## config.mk

```make
export PLATFORM = sky130hd
export DESIGN_NAME = indirect_residual
export DESIGN_NICKNAME = d
export VERILOG_FILES = /design/src/rtl/indirect_residual.sv
export SDC_FILE = /design/constraint.sdc
export NUM_CORES = 1
export LEC_CHECK = 0
export ABC_CLOCK_PERIOD_IN_PS = 10500
export CAP_MARGIN = 20
export CORE_ASPECT_RATIO = 1.4
export CORE_MARGIN = 2
export CORE_UTILIZATION = 40
export CTS_CLUSTER_SIZE = 16
export DETAILED_ROUTE_END_ITERATION = 16
export DONT_BUFFER_PORTS = 1
export HOLD_SLACK_MARGIN = 0.12
export PLACE_DENSITY = 0.61
export SLEW_MARGIN = 10
export SYNTH_ARGS = -nofsm -noshare
export SYNTH_HDL_FRONTEND = slang
export SYNTH_SLANG_ARGS = --single-unit
```

## constraint.sdc

```tcl
create_clock -name i_clk -period 10.5 [get_ports i_clk]
set_input_delay 3.15 -clock i_clk [delete_from_list [all_inputs] [get_ports i_clk]]
set_output_delay 3.15 -clock i_clk [all_outputs]
set_load 0.02 [all_outputs]
```

## src/rtl/indirect_residual.sv

```systemverilog
// Residual statistics between matched pixel positions and their delayed projections.
// Samples are delayed LAT cycles to meet the projection, differenced, then accumulated per frame.
module indirect_residual #(
  parameter int unsigned H_BW   = 10,
  parameter int unsigned V_BW   = 9,
  parameter int unsigned LAT    = 11,
  parameter int unsigned ACC_BW = 32,
  parameter int unsigned CNT_BW = 20
) (
  input  logic              i_clk,
  input  logic              i_rst_n,
  input  logic              i_valid,
  input  logic [H_BW-1:0]   i_idx1_x,
  input  logic [V_BW-1:0]   i_idx1_y,
  input  logic              i_proj_valid,
  input  logic [H_BW-1:0]   i_proj_x,
  input  logic [V_BW-1:0]   i_proj_y,
  input  logic              i_frame_start,
  input  logic              i_frame_end,
  input  logic              r_mode,
  input  logic [H_BW-1:0]   r_thr,
  output logic              o_valid,
  output logic [H_BW:0]     o_diffs_x,
  output logic [V_BW:0]     o_diffs_y,
  output logic              o_inlier,
  output logic [CNT_BW-1:0] o_inlier_cnt,
  output logic [ACC_BW-1:0] o_sq_sum,
  output logic              o_done,
  output logic              o_err
);

  localparam int unsigned MW    = (H_BW > V_BW) ? H_BW : V_BW;
  localparam int unsigned AW    = MW + 1;
  localparam int unsigned SQ_W  = 2 * AW + 1;
  localparam int unsigned SUM_W = ((ACC_BW > SQ_W) ? ACC_BW : SQ_W) + 1;
  localparam int unsigned FC_W  = $clog2(LAT + 3);
  localparam logic [FC_W-1:0]  FLUSH_LAST = FC_W'(LAT + 1);
  localparam logic [SUM_W-1:0] ACC_MAX_W  = SUM_W'({ACC_BW{1'b1}});

  typedef enum logic [1:0] {StIdle, StAccum, StFlush, StDone} state_e;

  state_e          state_q, state_d;
  logic [FC_W-1:0] fcnt_q, fcnt_d;
  logic            done_d;

  logic            restart;
  logic            accept_in;
  logic [LAT-1:0]  vpipe_q;
  logic [H_BW-1:0] xpipe_q [LAT];
  logic [V_BW-1:0] ypipe_q [LAT];
  logic            dly_valid, pair, mismatch;

  logic            s1_valid_q;
  logic [H_BW:0]   s1_dx_q;
  logic [V_BW:0]   s1_dy_q;

  logic [H_BW:0]      abs_x_raw;
  logic [V_BW:0]      abs_y_raw;
  logic [AW-1:0]      ax, ay, thr_ext;
  logic [2*AW-1:0]    sqx, sqy;
  logic [SQ_W-1:0]    sq;
  logic [SUM_W-1:0]   sum_wide;
  logic [ACC_BW-1:0]  sum_sat;
  logic [CNT_BW-1:0]  cnt_sat;
  logic               inlier_c, s2_take;

  // A frame start is honoured everywhere except while flushing.
  assign restart   = i_frame_start && (state_q != StFlush);
  assign accept_in = i_valid && (state_q == StAccum);

  always_comb begin
    state_d = state_q;
    fcnt_d  = fcnt_q;
    done_d  = 1'b0;
    unique case (state_q)
      StIdle, StDone: begin
        if (i_frame_start) state_d = StAccum;
      end
      StAccum: begin
        if (!i_frame_start && i_frame_end) begin
          state_d = StFlush;
          fcnt_d  = '0;
        end
      end
      StFlush: begin
        if (fcnt_q == FLUSH_LAST) begin
          state_d = StDone;
          done_d  = 1'b1;
        end else begin
          fcnt_d = fcnt_q + FC_W'(1);
        end
      end
      default: state_d = StIdle;
    endcase
  end

  always_ff @(posedge i_clk or negedge i_rst_n) begin
    if (!i_rst_n) begin
      state_q <= StIdle;
      fcnt_q  <= '0;
    end else begin
      state_q <= state_d;
      fcnt_q  <= fcnt_d;
    end
  end

  always_ff @(posedge i_clk or negedge i_rst_n) begin
    if (!i_rst_n) begin
      vpipe_q <= '0;
      for (int i = 0; i < LAT; i++) begin
        xpipe_q[i] <= '0;
        ypipe_q[i] <= '0;
      end
    end else begin
      vpipe_q[0] <= accept_in && !restart;
      xpipe_q[0] <= i_idx1_x;
      ypipe_q[0] <= i_idx1_y;
      for (int i = 1; i < LAT; i++) begin
        vpipe_q[i] <= vpipe_q[i-1] && !restart;
        xpipe_q[i] <= xpipe_q[i-1];
        ypipe_q[i] <= ypipe_q[i-1];
      end
    end
  end

  assign dly_valid = vpipe_q[LAT-1];
  assign pair      = dly_valid && i_proj_valid;
  assign mismatch  = dly_valid ^ i_proj_valid;

  always_ff @(posedge i_clk or negedge i_rst_n) begin
    if (!i_rst_n) begin
      s1_valid_q <= 1'b0;
      s1_dx_q    <= '0;
      s1_dy_q    <= '0;
    end else begin
      s1_valid_q <= pair && !restart;
      if (pair) begin
        s1_dx_q <= {1'b0, xpipe_q[LAT-1]} - {1'b0, i_proj_x};
        s1_dy_q <= {1'b0, ypipe_q[LAT-1]} - {1'b0, i_proj_y};
      end
    end
  end

  assign abs_x_raw = s1_dx_q[H_BW] ? -s1_dx_q : s1_dx_q;
  assign abs_y_raw = s1_dy_q[V_BW] ? -s1_dy_q : s1_dy_q;
  assign ax        = AW'(abs_x_raw);
  assign ay        = AW'(abs_y_raw);
  assign thr_ext   = AW'(r_thr);
  assign inlier_c  = !r_mode || ((ax <= thr_ext) && (ay <= thr_ext));
  assign sqx       = (2*AW)'(ax) * (2*AW)'(ax);
  assign sqy       = (2*AW)'(ay) * (2*AW)'(ay);
  assign sq        = SQ_W'(sqx) + SQ_W'(sqy);
  assign sum_wide  = SUM_W'(o_sq_sum) + SUM_W'(sq);
  assign sum_sat   = (sum_wide > ACC_MAX_W) ? '1 : sum_wide[ACC_BW-1:0];
  assign cnt_sat   = (&o_inlier_cnt) ? o_inlier_cnt : o_inlier_cnt + CNT_BW'(1);
  assign s2_take   = s1_valid_q && !restart;

  always_ff @(posedge i_clk or negedge i_rst_n) begin
    if (!i_rst_n) begin
      o_valid      <= 1'b0;
      o_diffs_x    <= '0;
      o_diffs_y    <= '0;
      o_inlier     <= 1'b0;
      o_inlier_cnt <= '0;
      o_sq_sum     <= '0;
      o_done       <= 1'b0;
      o_err        <= 1'b0;
    end else begin
      o_valid <= s2_take;
      o_done  <= done_d;
      if (s2_take) begin
        o_diffs_x <= s1_dx_q;
        o_diffs_y <= s1_dy_q;
        o_inlier  <= inlier_c;
      end
      if (restart) begin
        o_inlier_cnt <= '0;
        o_sq_sum     <= '0;
        o_err        <= 1'b0;
      end else begin
        if (mismatch) o_err <= 1'b1;
        if (s1_valid_q && inlier_c) begin
          o_inlier_cnt <= cnt_sat;
          o_sq_sum     <= sum_sat;
        end
      end
    end
  end

endmodule

```

==> results.md <==
* Status: complete, no violations
* Final ANT Viol Nets at 0
* Initial antenna violation count at 1
* # setup viols final at 0
* Clock-pin slew on the worst setup and hold paths at 0.07 ns
* Routed via count at 11.5k
* P_leak at 10.4 nW
* Worst Reg-to-Reg Cells at 30
* Number of global-route vias before repair at 12.2k
* Setup repair bufs after CTS at 0
* Area contributors post-synth: dfrtp_1 (44%), fa_1 (18%), ha_1 (10%)
* Io pins at 132
* Die Y at 259 um
* Fillcell total at 4,273
* WHS Path Cells at 0
* # resized after CTS at 0
* Top-area cell type share of the netlist area at 43.8%
* # H-tree levels at 1
* Layout Cells excl Fill at 2,295
* DR WL/cell at 18.1 um
* CTS buffer count at 30
* CP max stage delay at 0.73 ns
* Total GRT Usage at 17.9%
* Gp weighted congestion at 0.916
* 1st-iter DRT viols at 453
* Post-Syn Area per Cell at 11.3 um^2
* Crit-path max FO at 17
* Synth area leader: dfrtp_1
* Crit path kind: reg -> reg
* Worst endpoint required time at 10.96 ns
* Max-cap violations at 0
* Cell row count at 93
* Asr flop ratio synth at 100%
* Synthesized area at 0.0185 mm^2
* Crit end category: register
* Root Buffer Master: clkbuf_16
* Yosys reg bits at 325
* Seq/Total Area, Yosys at 43.8%
* Final Hold Viols at 0
* Final net count at 2,030
* FF-to-FF setup slack at 1.23 ns
* Crit share post-route at 88.3%
* # diodes at 0
* VDD IR max at 0.000158 V
* Final instance area at 0.0204 mm^2
* Layout cells sized above 1 at 6.08%
* # hold bufs at CTS at 0
* Main synth FF type: dfrtp_1
* Number of synthesized flops with an enable pin at 0
* Worst hold endpoint: ypipe_q[74]
* Largest net degree at the start of global routing at 326
* Cells after synthesis at 1,636
* Starting density of the core at 40.5%
* Post-Route Setup TNS at 0 ns
* Final worst path period need at 9.27 ns
* Iteration count of the initial detailed-routing pass at 5
* First-pass GRT wire length at 66.2 mm
* Slew @ Worst Pin at 1.09 ns
* FF-to-FF Start: s1_dy_q[0]
* Worst path arrival time at 9.73 ns
* Netlist cell types at 71
* Dpl cells at 2,243
* Detailed-route DRC error count at 0
* Fmax at 108 MHz
* Clock latency at the later pin of the worst-skew pair at 0.59 ns
* Die X at 186 um
* Startpoint types: register
* Number of clock sinks at 325
* Reg2reg end: o_sq_sum[10]
* Die ar. at 0.0481 mm^2
* Input/output buffers at 0
* DP Area at 0.0193 mm^2
* Max stage delay cell, worst path: xnor2_1
* Final Max Slew Viols at 0
* Worst min-delay path class: reg -> reg
* CTS tree: yes
* Slew headroom at 27.1%
* WL final at 41.5 mm
* RSZ-0062 raised after global routing: false
* Core region area at 0.0458 mm^2
* P&R area growth vs syn at 9.77%
* Pwr dens at 131 mW/mm^2
* DP HPWL at 32.1 mm
* Via density per instance at 5.00
* Yosys warnings at 0
* Max clock buf depth at 3
* Global route total overflow at 0
* Post-Route Skew at 0.0250 ns
* Hold path start: ypipe_q[83]
==> per-stage QoR <==
step	hold WS (ns)	power, mW	util (%)	worst slack (ns)
after floorplan	0.331	1.50	-	2.49
after global placement	0.331	1.55	42.1	1.40
after detailed placement	0.335	1.56	42.1	1.32
after CTS	0.345	2.71	44.4	1.29
after global routing	0.349	2.80	44.4	0.820
final	0.337	2.67	44.4	1.23
==> power breakdown <==
part / internal [mW] / switching, mW
clock network: 0.648 / 0.482
logic: 0.0807 / 0.135
registers: 1.30 / 0.0215
==> area by class of cell <==
class                           count  area [um^2]  share of cell area (%)
Clock buffer                       36          803                    3.95
Clock inverter                     15          229                    1.12
Inverter                          312         1170                    5.75
Multi-Input combinational cell    977         9140                    44.9
Sequential cell                   325         8130                    39.9
Tap cell                          617          772                    3.79
Timing Repair Buffer               13          115                   0.565
==> placed cells by master, fill, tap and decap left out, drive strengths merged, types with 19 or more instances in the layout <==
master  instances
ha            152
nor2           95
inv           310
clkbuf         37
a21oi          76
mux2           19
fa            164
dfrtp         325
xor2           23
nand2         104
o21ai          64
xnor2          32
==> flip-flops by register name (all words and copies together), names as in the netlist, 2 cells and up <==
signal        count
state_q           2
o_diffs_x        11
s1_dx_q          11
ypipe_q          99
o_diffs_y        10
fcnt_q            4
s1_dy_q          10
vpipe_q          11
xpipe_q         110
o_sq_sum         32
o_inlier_cnt     20
==> cell usage after synthesis (16+ instances only) <==
| cell | n |
|---|---|
| a21oi_1 | 75 |
| nand2_1 | 104 |
| inv_1 | 306 |
| nor2_1 | 95 |
| clkbuf_1 | 25 |
| o31ai_1 | 16 |
| a21o_1 | 17 |
| ha_1 | 152 |
| o21ai_0 | 62 |
| xnor2_1 | 32 |
| xor2_1 | 23 |
| fa_1 | 164 |
| mux2_2 | 19 |
| nor2b_1 | 17 |
| dfrtp_1 | 325 |
==> worst max path at each step <==
stage	slack, ns	start	end	depth (start not counted)
floorplan	2.49	s1_dy_q[0]	o_sq_sum[28]	31
global placement	1.40	s1_dy_q[0]	o_sq_sum[2]	29
detailed placement	1.32	s1_dy_q[0]	o_sq_sum[9]	30
CTS	1.29	s1_dy_q[0]	o_sq_sum[9]	29
global route	0.82	s1_dy_q[0]	o_sq_sum[9]	29
finish	1.23	s1_dy_q[0]	o_sq_sum[10]	30
==> per-layer routing <==
| layer | track usage, % | part of all wire, % |
|---|---|---|
| met5 | 0 | 0.041 |
| met4 | 8.60 | 4.9 |
| met3 | 3.30 | 4.9 |
| met2 | 31.9 | 53 |
| met1 | 20.6 | 38 |
==> worst max-delay path: cells and delay by family (launching register included) <==
kind | cells | cell delay [ns]
compound gates | 8 | 1.81
xor+xnor | 1 | 0.73
fa+ha+maj | 9 | 4.23
buf+inv | 9 | 1.27
flops | 1 | 0.44
simple gates | 3 | 0.62
==> logic make-up after synthesis <==
| logic type | Yosys count | synth area share (%) |
|---|---|---|
| adder cells (fa/ha/maj) | 316 | 28.0 |
| AND/OR/NAND/NOR | 319 | 8.33 |
| flip-flops | 325 | 43.8 |
| other | 2 | 0.0405 |
| multiplexers | 22 | 1.32 |
| AO/OA/AOI/OAI | 253 | 8.78 |
| XOR/XNOR | 55 | 2.60 |
| buffers and inverters | 344 | 7.13 |
Note: power is estimated with default switching activity, not from simulation.
